--- config.mk ---
export PLATFORM = sky130hd
export DESIGN_NAME = frame_reader
export DESIGN_NICKNAME = d
export VERILOG_FILES = /design/src/rtl/frame_reader.sv
export SDC_FILE = /design/constraint.sdc
export NUM_CORES = 1
export LEC_CHECK = 0
export ABC_CLOCK_PERIOD_IN_PS = 4000
export BUFFER_PORTS_ARGS = -buffer_cell sky130_fd_sc_hd__buf_2
export CORE_ASPECT_RATIO = 0.9
export CORE_UTILIZATION = 54
export DETAILED_ROUTE_END_ITERATION = 7
export PLACE_DENSITY = 0.88
export SYNTH_ARGS = -nofsm -noshare
export SYNTH_HDL_FRONTEND = slang
export SYNTH_SLANG_ARGS = --single-unit
--- constraint.sdc ---
create_clock -name clk_i -period 4 [get_ports clk_i]
set_clock_uncertainty 0.15 [all_clocks]
set_input_delay 0.2 -clock clk_i [delete_from_list [all_inputs] [get_ports clk_i]]
set_output_delay 0.2 -clock clk_i [all_outputs]
set_load 0.02 [all_outputs]
--- src/rtl/frame_reader.sv ---
// Raster-order frame reader: walks the frame-buffer RAM once per start and
// emits a valid/ready pixel stream with coordinates, backed by a 2-entry FIFO.
module frame_reader #(
    parameter int unsigned W = 320,
    parameter int unsigned H = 240,
    parameter int unsigned V = 8,
    parameter int unsigned A = 20
) (
    input  logic                  clk_i,
    input  logic                  rst_ni,
    input  logic                  start_i,
    output logic                  busy_o,
    output logic                  done_o,
    output logic                  ram_we_o,
    output logic [A-1:0]          ram_addr_o,
    input  logic [V-1:0]          ram_data_i,
    output logic [V-1:0]          pixel_o,
    output logic                  valid_o,
    input  logic                  ready_i,
    output logic [$clog2(W)-1:0]  x_o,
    output logic [$clog2(H)-1:0]  y_o,
    output logic                  sof_o,
    output logic                  eol_o
);

    localparam int unsigned XW = $clog2(W);
    localparam int unsigned YW = $clog2(H);
    localparam logic [A-1:0]  LastAddr = A'(W * H - 1);
    localparam logic [XW-1:0] XLast    = XW'(W - 1);
    localparam logic [YW-1:0] YLast    = YW'(H - 1);

    typedef enum logic [1:0] {StIdle, StRead, StDrain} state_e;

    state_e        state_q, state_d;
    logic [A-1:0]  addr_q, addr_d;
    logic          inflight_q, inflight_d;
    logic          done_q;
    logic [V-1:0]  mem_q [2];
    logic          wr_ptr_q, rd_ptr_q;
    logic [1:0]    count_q;
    logic [XW-1:0] x_q;
    logic [YW-1:0] y_q;

    logic          pop;
    logic          issue;
    logic          clear;
    logic [2:0]    occ;

    assign valid_o    = (count_q != 2'd0);
    assign pixel_o    = mem_q[rd_ptr_q];
    assign x_o        = x_q;
    assign y_o        = y_q;
    assign sof_o      = valid_o && (x_q == '0) && (y_q == '0);
    assign eol_o      = valid_o && (x_q == XLast);
    assign busy_o     = (state_q != StIdle);
    assign done_o     = done_q;
    assign ram_we_o   = 1'b0;
    assign ram_addr_o = addr_q;

    always_comb begin
        pop        = valid_o && ready_i;
        // Slots already claimed once this cycle's pop retires; issue only if one is free.
        occ        = 3'(count_q) + 3'(inflight_q) - 3'(pop);
        issue      = (state_q == StRead) && (occ < 3'd2);
        state_d    = state_q;
        addr_d     = addr_q;
        inflight_d = issue;
        clear      = 1'b0;
        unique case (state_q)
            StIdle: begin
                if (start_i) begin
                    state_d = StRead;
                    addr_d  = '0;
                    clear   = 1'b1;
                end
            end
            StRead: begin
                if (issue) begin
                    if (addr_q == LastAddr) begin
                        state_d = StDrain;
                    end else begin
                        addr_d = addr_q + A'(1);
                    end
                end
            end
            StDrain: begin
                if (pop && (x_q == XLast) && (y_q == YLast)) begin
                    state_d = StIdle;
                end
            end
            default: state_d = StIdle;
        endcase
    end

    always_ff @(posedge clk_i) begin
        if (!rst_ni) begin
            state_q    <= StIdle;
            addr_q     <= '0;
            inflight_q <= 1'b0;
            done_q     <= 1'b0;
            wr_ptr_q   <= 1'b0;
            rd_ptr_q   <= 1'b0;
            count_q    <= 2'd0;
            x_q        <= '0;
            y_q        <= '0;
        end else begin
            state_q    <= state_d;
            addr_q     <= addr_d;
            inflight_q <= inflight_d;
            done_q     <= (state_q == StDrain) && (state_d == StIdle);
            if (clear) begin
                wr_ptr_q <= 1'b0;
                rd_ptr_q <= 1'b0;
                count_q  <= 2'd0;
                x_q      <= '0;
                y_q      <= '0;
            end else begin
                if (inflight_q) begin
                    wr_ptr_q <= ~wr_ptr_q;
                end
                if (pop) begin
                    rd_ptr_q <= ~rd_ptr_q;
                    if (x_q == XLast) begin
                        x_q <= '0;
                        y_q <= (y_q == YLast) ? '0 : y_q + YW'(1);
                    end else begin
                        x_q <= x_q + XW'(1);
                    end
                end
                count_q <= count_q + 2'(inflight_q) - 2'(pop);
            end
        end
    end

    // Payload storage needs no reset; occupancy alone decides what is valid.
    always_ff @(posedge clk_i) begin
        if (inflight_q) begin
            mem_q[wr_ptr_q] <= ram_data_i;
        end
    end

endmodule
Word level (Yosys, flattened, before mapping)
Memory sizes are Yosys's and may differ from the RTL's. A register that Yosys moved wholly into a read port is not among the register bits.
Cells that the tools add are included.

word-level totals
  bits of input ports = 12
  register bits = 45
  bits in writable memories = 16
  memories = 1
  logic and storage cells = 64

memory list
  memory  words  width  read ports  clocked after Yosys merged registers in  wr ports  RTL line  source
  mem_q   2      8      1           1                                        1         38        logic [V-1:0] mem_q [2];

cells by class
  muxes and demuxes = 17
  reductions and logical operators = 18
  bitwise operators = 3
  eq/ne operators = 8
  add/subtract/negate cells = 7
  $lt $le $gt $ge = 1

operator list
  kind                   count
  $mux 20                3
  $pmux 20 s2            1
  $add 20x1->20 const B  1
  $eq 20x17->1 const B   1
  $add 9x1->9 const B    1
  $eq 9x9->1 const B     1
  $logic_not 9->1        1
  $mux 9                 1
  $add 8x1->8 const B    1
  $eq 8x8->1 const B     1
  $logic_and 1x1->1      8
  $logic_not 8->1        1
  $mux 2                 4
  $mux 8                 1
  $mux 1                 6
  $ne 2x2->1 const B     3
  $pmux 2 s3             1
  $reduce_bool 2->1      3
  $logic_not 2->1        2
  $reduce_and 4->1       1
  $add 2x1->3            1
  $lt 3x2->1 const B     1
  $not 1->1              3
  $sub 3x1->3            1
  6 further kinds        6

Longest topological paths before layout
Gate-level depths: netlist of run 1.

  depth in word-level cells = 9
  mapped depth = 13
  gate-level depth less buffers = 12

Least setup slack after synthesis of run 1
No wires, ideal clock.

  path kind = register -> register
  start = reg count_q[1]
  end = reg addr_q[6] (netlist: ram_addr_o[6])
  arrival time = 3.002 ns
  setup time = 0.071 ns
  stages on the path, launching flop included = 14
  clock period less this slack = 3.222 ns
  setup slack = 0.778 ns
  path through = dfxtp_1 o21ai_1 inv_1 ha_1 inv_1 ha_1 inv_1 fa_1 and3b_2 a21boi_4 buf_6 a211o_1 or3_1 a21oi_1

on the way
  cells in the longest elaborated chain, start to end = 7

ends and longest elaborated chain
  what                        RTL line  source
  start: declaration          40        logic [1:0] count_q;
  start signal: assignment    130       count_q <= count_q + 2'(inflight_q) - 2'(pop);
  $reduce_bool 2->1           49        assign valid_o = (count_q != 2'd0);
  $logic_and 1x1->1           61        pop = valid_o && ready_i;
  named net pop               44        logic pop;
  $sub 3x1->3                 63        occ = 3'(count_q) + 3'(inflight_q) - 3'(pop);
  $lt 3x2->1                  64        issue = (state_q == StRead) && (occ < 3'd2);
  $logic_and 1x1->1           64
  $ne 2x2->1 (no line)        --
  $reduce_and 4->1 (no line)  --
  end signal: assignment      108       addr_q <= addr_d;
  end: declaration            35        logic [A-1:0] addr_q, addr_d;

The timed path passes the listed nets, and every way through them passes these cells.
A chain may end at the register's enable or synchronous reset.

Final worst setup path of run 1
  start = reg count_q[1]
  end = reg addr_q[7] (netlist: ram_addr_o[7])

Same word-level chain as after synthesis.

==> results.cfg, run 1 <==
[status]
status = finished, final reports clean

[cts]
postCtsResizedCells = 0
path_clk_slew_ns = 0.07
cts_buffers = 9
cts_sinks = 62
ctsHtreeMaxLevel = 3
cts_tree = built
clockBufferDepth = 2
clock_latency_ns = 0.34
cts_root_buffer = clkbuf_8

[global_route]
grt_pass1_wl_um = 10500
track_usage = 0.246
overflow = 0
grt_max_degree = 25
antenna_found_initial = 0
grt_pass1_vias = 2322

[worst_setup_path]
crit_type = reg -> reg
cpPeakStageDelay_ns = 0.52
cp_data_required_time_ns = 4.10
cp-start-kind = register
path_max_fanout = 12
crit_top_cell = inv_1
cpMaxStageDelayCell = fa_1
path_buf_inv = 3
crit_path_end_kind = register
crit_cells = 12
arrival_ns = 3.66
cp_top_family = compound AO/OA/AOI/OAI gates
path_cells = o21ai_1 > inv_1 > ha_1 > inv_1 > ha_1 > inv_1 > fa_1 > and3b_2 > a21boi_4 > a31o_2 > or4_1 > a21oi_1
worst_r2r_path_depth = 12

[detailed_routing]
dr.first_iter.drc_count = 117
drc_errors = 0
drt_wl_total_um = 6220
final_antenna_net_count = 0
wl_per_cell_um = 14.4
vias = 2447
first_pass_iters = 4
via_per_inst = 5.66

[yosys]
netlist-cell-type-count = 48
syn_area_per_cell_sq_um = 9.82
synth_top_area_frac = 0.324
synth_top_flop_cell = dfxtp_1
synth.top_cells.by_count = 46 x dfxtp_1, 31 x nor2_1, 19 x nand2_1, 19 x xnor2_1, 18 x nand3_1
yosysWarnings = 0
ys_async_sr_fraction = 0
syn_nets = 309
post-synth-top-count-cell = dfxtp_1
synth_edf_count = 16
yosys.area.top_type = dfxtp_1
ys_seq_area_frac = 0.494
synth_cells = 289
synth_area_leaders = dfxtp_1 32%, edfxtp_1 17%, xnor2_1 5.9%
ys_ff_latch = 62
netlist_area_sq_um = 2840

[sta]
hold_viol_final = 0
fmax_mhz = 281
tightestPinTransition_ns = 0.811
max_slew_margin = 0.458
postLayoutSetupSlackWorst_ns = 0.442
grt_setup_unrepaired = false
finalCritPeriodShare = 0.889
slew_violations = 0
min_period_ns = 3.56
finalSetupViolations = 0
tns_ns = 0

[final_layout]
stdcell_area_sq_um = 3460
area_growth_pct = 21.9
seqCellArea_sq_um = 1400
n_antenna_cell = 0
fillerInstances = 387
drive_gt1_frac = 0.253
fin_nets = 382
multi_input_area_sq_um = 1350
postLayoutCoreUtil = 0.699

[floorplanning]
start_util = 0.573
fp-row-count = 24
dieArea_sq_um = 5550
die_y_um = 70.8
core_area_sq_um = 4950
pin_count = 63
die_x_um = 78.4

[pwr]
powerDensity_nw_per_um2 = 390
irDropWorstVdd_mv = 0.258
power_mw = 1.35
leakagePower_nw = 1.34

[placement]
dp_slack_ns = 0.486
placedInstanceArea_sq_um = 3180
io_buffer_count = 61
dp_hpwl_um = 4200
place.gp.congestion = 0.862

[worst_hold_path]
worst_hold_path_type = in -> reg
hold_depth = 3

[job]
cap_violations = 0
cell type report:
class                   count  share of cell area
clock buffers              10              0.0369
clock inverters             6              0.0177
inverters                  12              0.0130
multi-input cells         207               0.390
flip-flops and latches     62               0.405
well taps                  65              0.0235
repair buffers             70               0.114
registers in the layout, indices dropped and copies added, names as in the netlist, named ones only:
| name | count |
|---|---|
| ram_addr_o | 20 |
| mem_q | 16 |
| done_o | 1 |
| wr_ptr_q | 1 |
| state_q | 2 |
| y_o | 8 |
| rd_ptr_q | 1 |
| count_q | 2 |
| x_o | 9 |
| inflight_q | 1 |
repair_timing:
action	4_1_cts	5_1_grt
setup buffers	0	0
hold endpoints to repair	17	0
hold buffers	9	0
metrics by stage:
stage | cells | hold slack [ns]
floorplan | 289 | 0.149
CTS | 432 | 0.000274
detailed placement | 407 | 0.246
global placement | 407 | 0.239
finish | 432 | 0.00866
global route | 432 | 0.000913
per-layer routing:
layer  global-route usage  routed length, um  vias up
met1                0.300               2750     1163
met5                    0                  0        -
met4               0.0864                 82        0
met2                0.406               3030       90
met3               0.0852                357       13
li1                     -                  -     1181
final timing paths:
kind / startpoint / endpoint / slack (ns)
worst min register to register: state_q[1] / done_o / 0.35
worst max-delay path: count_q[1] / ram_addr_o[7] / 0.44
worst max register to register: count_q[1] / ram_addr_o[7] / 0.44
worst min-delay path: start_i / state_q[0] / 0.009
report_power, final:
part	internal [mW]	switching (mW)	total, mW
Sequential	0.661	0.0142	0.675
Combinational	0.0546	0.0881	0.143
Clock	0.286	0.246	0.532
layout by cell type, fill, tap and decap left out, drive strengths merged, types with 8 or more instances in the layout:
cell / instances
a21oi: 10
buf: 61
clkbuf: 10
dfxtp: 46
dlygate4sd3: 9
edfxtp: 16
inv: 13
mux2: 8
nand2: 19
nand3: 18
nand4: 10
nor2: 31
nor3: 10
nor4: 9
o21ai: 10
xnor2: 19
kinds of logic (layout without fill, tap and decap cells):
logic type	Yosys count	in the layout	share of synthesized area
flops	62	62	0.494
fa+ha+maj	8	8	0.0379
other cells	1	1	0.00132
buf+inv	20	98	0.0308
simple gates	134	134	0.257
compound gates	30	30	0.0674
xor+xnor	26	26	0.0802
mux	8	8	0.0317
worst min-delay path, stage by stage:
cell and delay [ns]:
buf_2 0.10, o21ai_0 0.07, nor2_1 0.09
(Power assumes the default switching activity.)
==> run 2: changes to the inputs <==
Settings changed: BUFFER_PORTS_ARGS -buffer_cell sky130_fd_sc_hd__buf_2 to -buffer_cell sky130_fd_sc_hd__clkbuf_2.
==> run 2 against run 1 <==
- sequential power hardly changed
- total power is 9.8% higher
- worst setup slack worse by 0.018 ns
- combinational power hardly changed
- maximum frequency is 0.49% lower
- sequential share of layout area is 0.55 points lower
- critical path type unchanged
==> results.cfg, run 2 (synthesis results as in run 1) <==
[floorplanning]
pin_count = 63
fp-row-count = 24
start_util = 0.573
die_y_um = 70.8
dieArea_sq_um = 5550
core_area_sq_um = 4950
die_x_um = 78.4

[final_layout]
fin_nets = 381
largest_reg_flops = 20
final_cell_mix = 61 x clkbuf_2, 46 x dfxtp_1, 31 x nor2_1
drive_gt1_frac = 0.257
n_antenna_cell = 0
area_growth_pct = 23.6
stdcell_area_sq_um = 3510
layout_commonest_cell = clkbuf_2

[cts]
cts_sinks = 62
clockBufferDepth = 2
cts_tree = built
cts_buffers = 9
ctsHtreeMaxLevel = 3
postCtsResizedCells = 0
clock_latency_ns = 0.34
path_clk_slew_ns = 0.08
cts_root_buffer = clkbuf_8
cts_hold_buf = 8
cts_setup_buffers = 0

[sta]
grt_setup_unrepaired = false
hold_ws_ns = 0.0174
max_slew_margin = 0.440
tightestPinTransition_ns = 0.837
fmax_mhz = 280
hold_viol_final = 0
min_period_ns = 3.58
finalCritPeriodShare = 0.894
slew_violations = 0
finalSetupViolations = 0
tns_ns = 0

[global_route]
antenna_found_initial = 0
grt_pass1_vias = 2271
grt_pass1_wl_um = 10300
overflow = 0
grt_max_degree = 25
track_usage = 0.240

[detailed_routing]
drt_wl_total_um = 6190
drc_errors = 0
wl_per_cell_um = 14.4
via_per_inst = 5.61
final_antenna_net_count = 0
vias = 2416
first_pass_iters = 4
dr.first_iter.drc_count = 159

[pwr]
leakagePower_nw = 1.32
irDropWorstVdd_mv = 0.266
power_mw = 1.48
powerDensity_nw_per_um2 = 422

[placement]
io_buffer_count = 61
dp_hpwl_um = 4210
place.gp.congestion = 0.874
placedInstanceArea_sq_um = 3180

[worst_hold_path]
worst_hold_path_type = in -> reg

[status]
status = finished, final reports clean

[worst_setup_path]
crit_type = reg -> reg
regToRegSetupSlack_ns = 0.42
cp_data_required_time_ns = 4.10
crit_path_end_kind = register
cp-start-kind = register
arrival_ns = 3.68
path_max_fanout = 12

[job]
cap_violations = 0
[run 2: worst paths after layout]
kind,from,to,cells after the start
setup / recovery,count_q[1],ram_addr_o[7],12
hold / removal,rst_ni,done_o,3
setup reg to reg,count_q[1],ram_addr_o[7],12
hold reg to reg,rd_ptr_q,register,2
[run 2: area by class of cell]
type                    instances  area, sq um
inverters                      12         45.0
fillers                       359         1450
well taps                      65         81.3
flip-flops and latches         62         1400
multi-input cells             207         1350
repair buffers                 69          385
clock inverters                 7          123
clock buffers                   9          124
[run 2: per-stage QoR]
stage | cells | worst slack, ns | util
2_1_floorplan | 289 | 0.778 | -
3_3_place_gp | 407 | 0.608 | 0.642
6_report | 431 | 0.425 | 0.708
5_1_grt | 431 | 0.134 | 0.708
3_5_place_dp | 407 | 0.449 | 0.642
4_1_cts | 431 | 0.442 | 0.708
[run 2: critical path, stage by stage, from the launching register on]
cell and delay, ns:
dfxtp_1 0.36, o21ai_1 0.48, inv_1 0.22, ha_1 0.32
inv_1 0.05, ha_1 0.12, inv_1 0.04, fa_1 0.52
and3b_2 0.22, a21boi_4 0.10, a31o_2 0.33, or4_1 0.42
a21oi_1 0.14
[run 2: routing by layer]
metal	vias to the layer above	track usage	routed length, um
li1	1179	-	-
met1	1136	0.301	2790
met2	88	0.394	2960
met3	13	0.0452	333
met4	0	0.126	109
met5	-	0	0
[run 2: where the power goes]
| part | internal, mW | leakage, nW | total [mW] | switching (mW) |
|---|---|---|---|---|
| clock | 0.415 | 0.116 | 0.666 | 0.250 |
| sequential | 0.661 | 0.517 | 0.675 | 0.0139 |
| combinational | 0.0536 | 0.692 | 0.142 | 0.0882 |
| total | 1.13 | 1.32 | 1.48 | 0.353 |
==> run 3: changes to the inputs <==
Settings changed: CTS_BUF_LIST set to sky130_fd_sc_hd__clkbuf_16.
==> run 3 against run 2 <==
- hold slack improved by 0.028 ns
- global-route usage shrank 0.38 points
- via count rose by 0.41%
- first-iteration DRC count is 11% lower
- sequential power hardly changed
- register-to-register slack barely moved
- critical path depth did not move
- die area stayed put
- combinational power is essentially flat
- largest cell class unchanged
==> results.cfg, run 3 (synthesis results as in run 1) <==
[worst_setup_path]
path_buf_inv = 3
crit_path_end_kind = register
path_max_fanout = 12
cp_top_family = compound AO/OA/AOI/OAI gates
cp-start-kind = register
arrival_ns = 3.66
crit_top_cell = inv_1
cpMaxStageDelayCell = fa_1
cpPeakStageDelay_ns = 0.52
path_cells = o21ai_1 > inv_1 > ha_1 > inv_1 > ha_1 > inv_1 > fa_1 > and3b_2 > a21boi_4 > a31o_2 > or4_1 > a21oi_1
cp_data_required_time_ns = 4.08
crit_type = reg -> reg

[detailed_routing]
via_per_inst = 5.63
drc_errors = 0
drt_wl_total_um = 6180
first_pass_iters = 4
wl_per_cell_um = 14.3
vias = 2426
dr.first_iter.drc_count = 141
final_antenna_net_count = 0

[cts]
path_clk_slew_ns = 0.05
clock_latency_ns = 0.31
postCtsResizedCells = 0
cts_tree = built
cts_setup_buffers = 0
clockBufferDepth = 2
cts_root_buffer = clkbuf_16
cts_sinks = 62
ctsHtreeMaxLevel = 3
cts_buffers = 9

[pwr]
irDropWorstVdd_mv = 0.369
clock_power_share = 0.517
seqPwrFrac = 0.399
powerDensity_nw_per_um2 = 469
p_switching_mw = 0.369
p_comb_frac = 0.084
p_sw_frac = 0.218
power.internal_mw = 1.33
leakagePower_nw = 1.37

[sta]
tns_ns = 0
min_period_ns = 3.58
grt_setup_unrepaired = false
max_slew_margin = 0.444
tightestPinTransition_ns = 0.831
fmax_mhz = 279
hold_viol_final = 0
finalCritPeriodShare = 0.896
slew_violations = 0
finalSetupViolations = 0

[final_layout]
postLayoutCoreUtil = 0.729
stdcell_area_sq_um = 3610
final_cell_mix = 61 x clkbuf_2, 46 x dfxtp_1, 31 x nor2_1
drive_gt1_frac = 0.257
stdcell_count = 431
fillerInstances = 345
fin_nets = 381
area_growth_pct = 27.2
n_antenna_cell = 0
largest_reg_flops = 20
layout_commonest_cell = clkbuf_2

[floorplanning]
fp-row-count = 24
dieArea_sq_um = 5550
core_area_sq_um = 4950
pin_count = 63
die_y_um = 70.8
start_util = 0.573
die_x_um = 78.4

[status]
status = finished, final reports clean

[job]
cap_violations = 0

[global_route]
overflow = 0
track_usage = 0.236
grt_pass1_vias = 2301
grt_max_degree = 25
antenna_found_initial = 0
grt_pass1_wl_um = 10300

[placement]
io_buffer_count = 61
dp_cells = 407
dp_hpwl_um = 4210
placedInstanceArea_sq_um = 3180
place.gp.congestion = 0.874

[worst_hold_path]
worst_hold_path_type = in -> reg
run 3: cell counts in the layout (fill, tap and decap cells not counted):
Identical to the previous run, type by type.
run 3: final cells by class:
type | count | area, sq um | area share
clock buffer | 9 | 225 | 0.0624
clock inverter | 7 | 123 | 0.0340
inverter | 12 | 45.0 | 0.0125
multi-input combinational | 207 | 1350 | 0.374
sequential | 62 | 1400 | 0.388
tap | 65 | 81.3 | 0.0225
timing repair buffer | 69 | 385 | 0.107
run 3: metal layers:
layer | share of wire | global-route usage
met1 | 0.44 | 0.308
met2 | 0.49 | 0.383
met3 | 0.055 | 0.0426
met4 | 0.014 | 0.107
met5 | 0 | 0
run 3: power groups by stage:
stage / Clock (mW) / Combinational [mW] / Sequential, mW
floorplan: 0 / 0.0998 / 0.688
global placement: 0 / 0.130 / 0.688
detailed placement: 0 / 0.135 / 0.689
CTS: 0.889 / 0.143 / 0.676
global route: 0.919 / 0.157 / 0.678
finish: 0.876 / 0.143 / 0.676
run 3: what timing repair did:
action | 4_1_cts | 5_1_grt
hold buffers | 8 | 0
endpoints found under the setup margin | 0 | 0
hold endpoints to repair | 16 | 0
run 3: stage by stage:
stage	hold WS (ns)	setup slack, ns	power [mW]
global placement	0.240	0.608	0.818
finish	0.0453	0.416	1.69
CTS	0.0367	0.428	1.71
detailed placement	0.246	0.449	0.824
global route	0.0413	0.112	1.75
floorplan	0.149	0.778	0.788
run 3: path summary, 6_finish.rpt:
| check | to | slack, ns | depth (start not counted) | from |
|---|---|---|---|---|
| hold reg to reg | register | 0.36 | 2 | rd_ptr_q |
| hold / removal | state_q[0] | 0.05 | 3 | start_i |
| setup reg to reg | ram_addr_o[7] | 0.42 | 12 | count_q[1] |
| setup / recovery | ram_addr_o[7] | 0.42 | 12 | count_q[1] |
run 3: worst min-delay path, cell delays in order:
cell	delay [ns]
clkbuf_2	0.10
o21ai_0	0.08
nor2_1	0.09
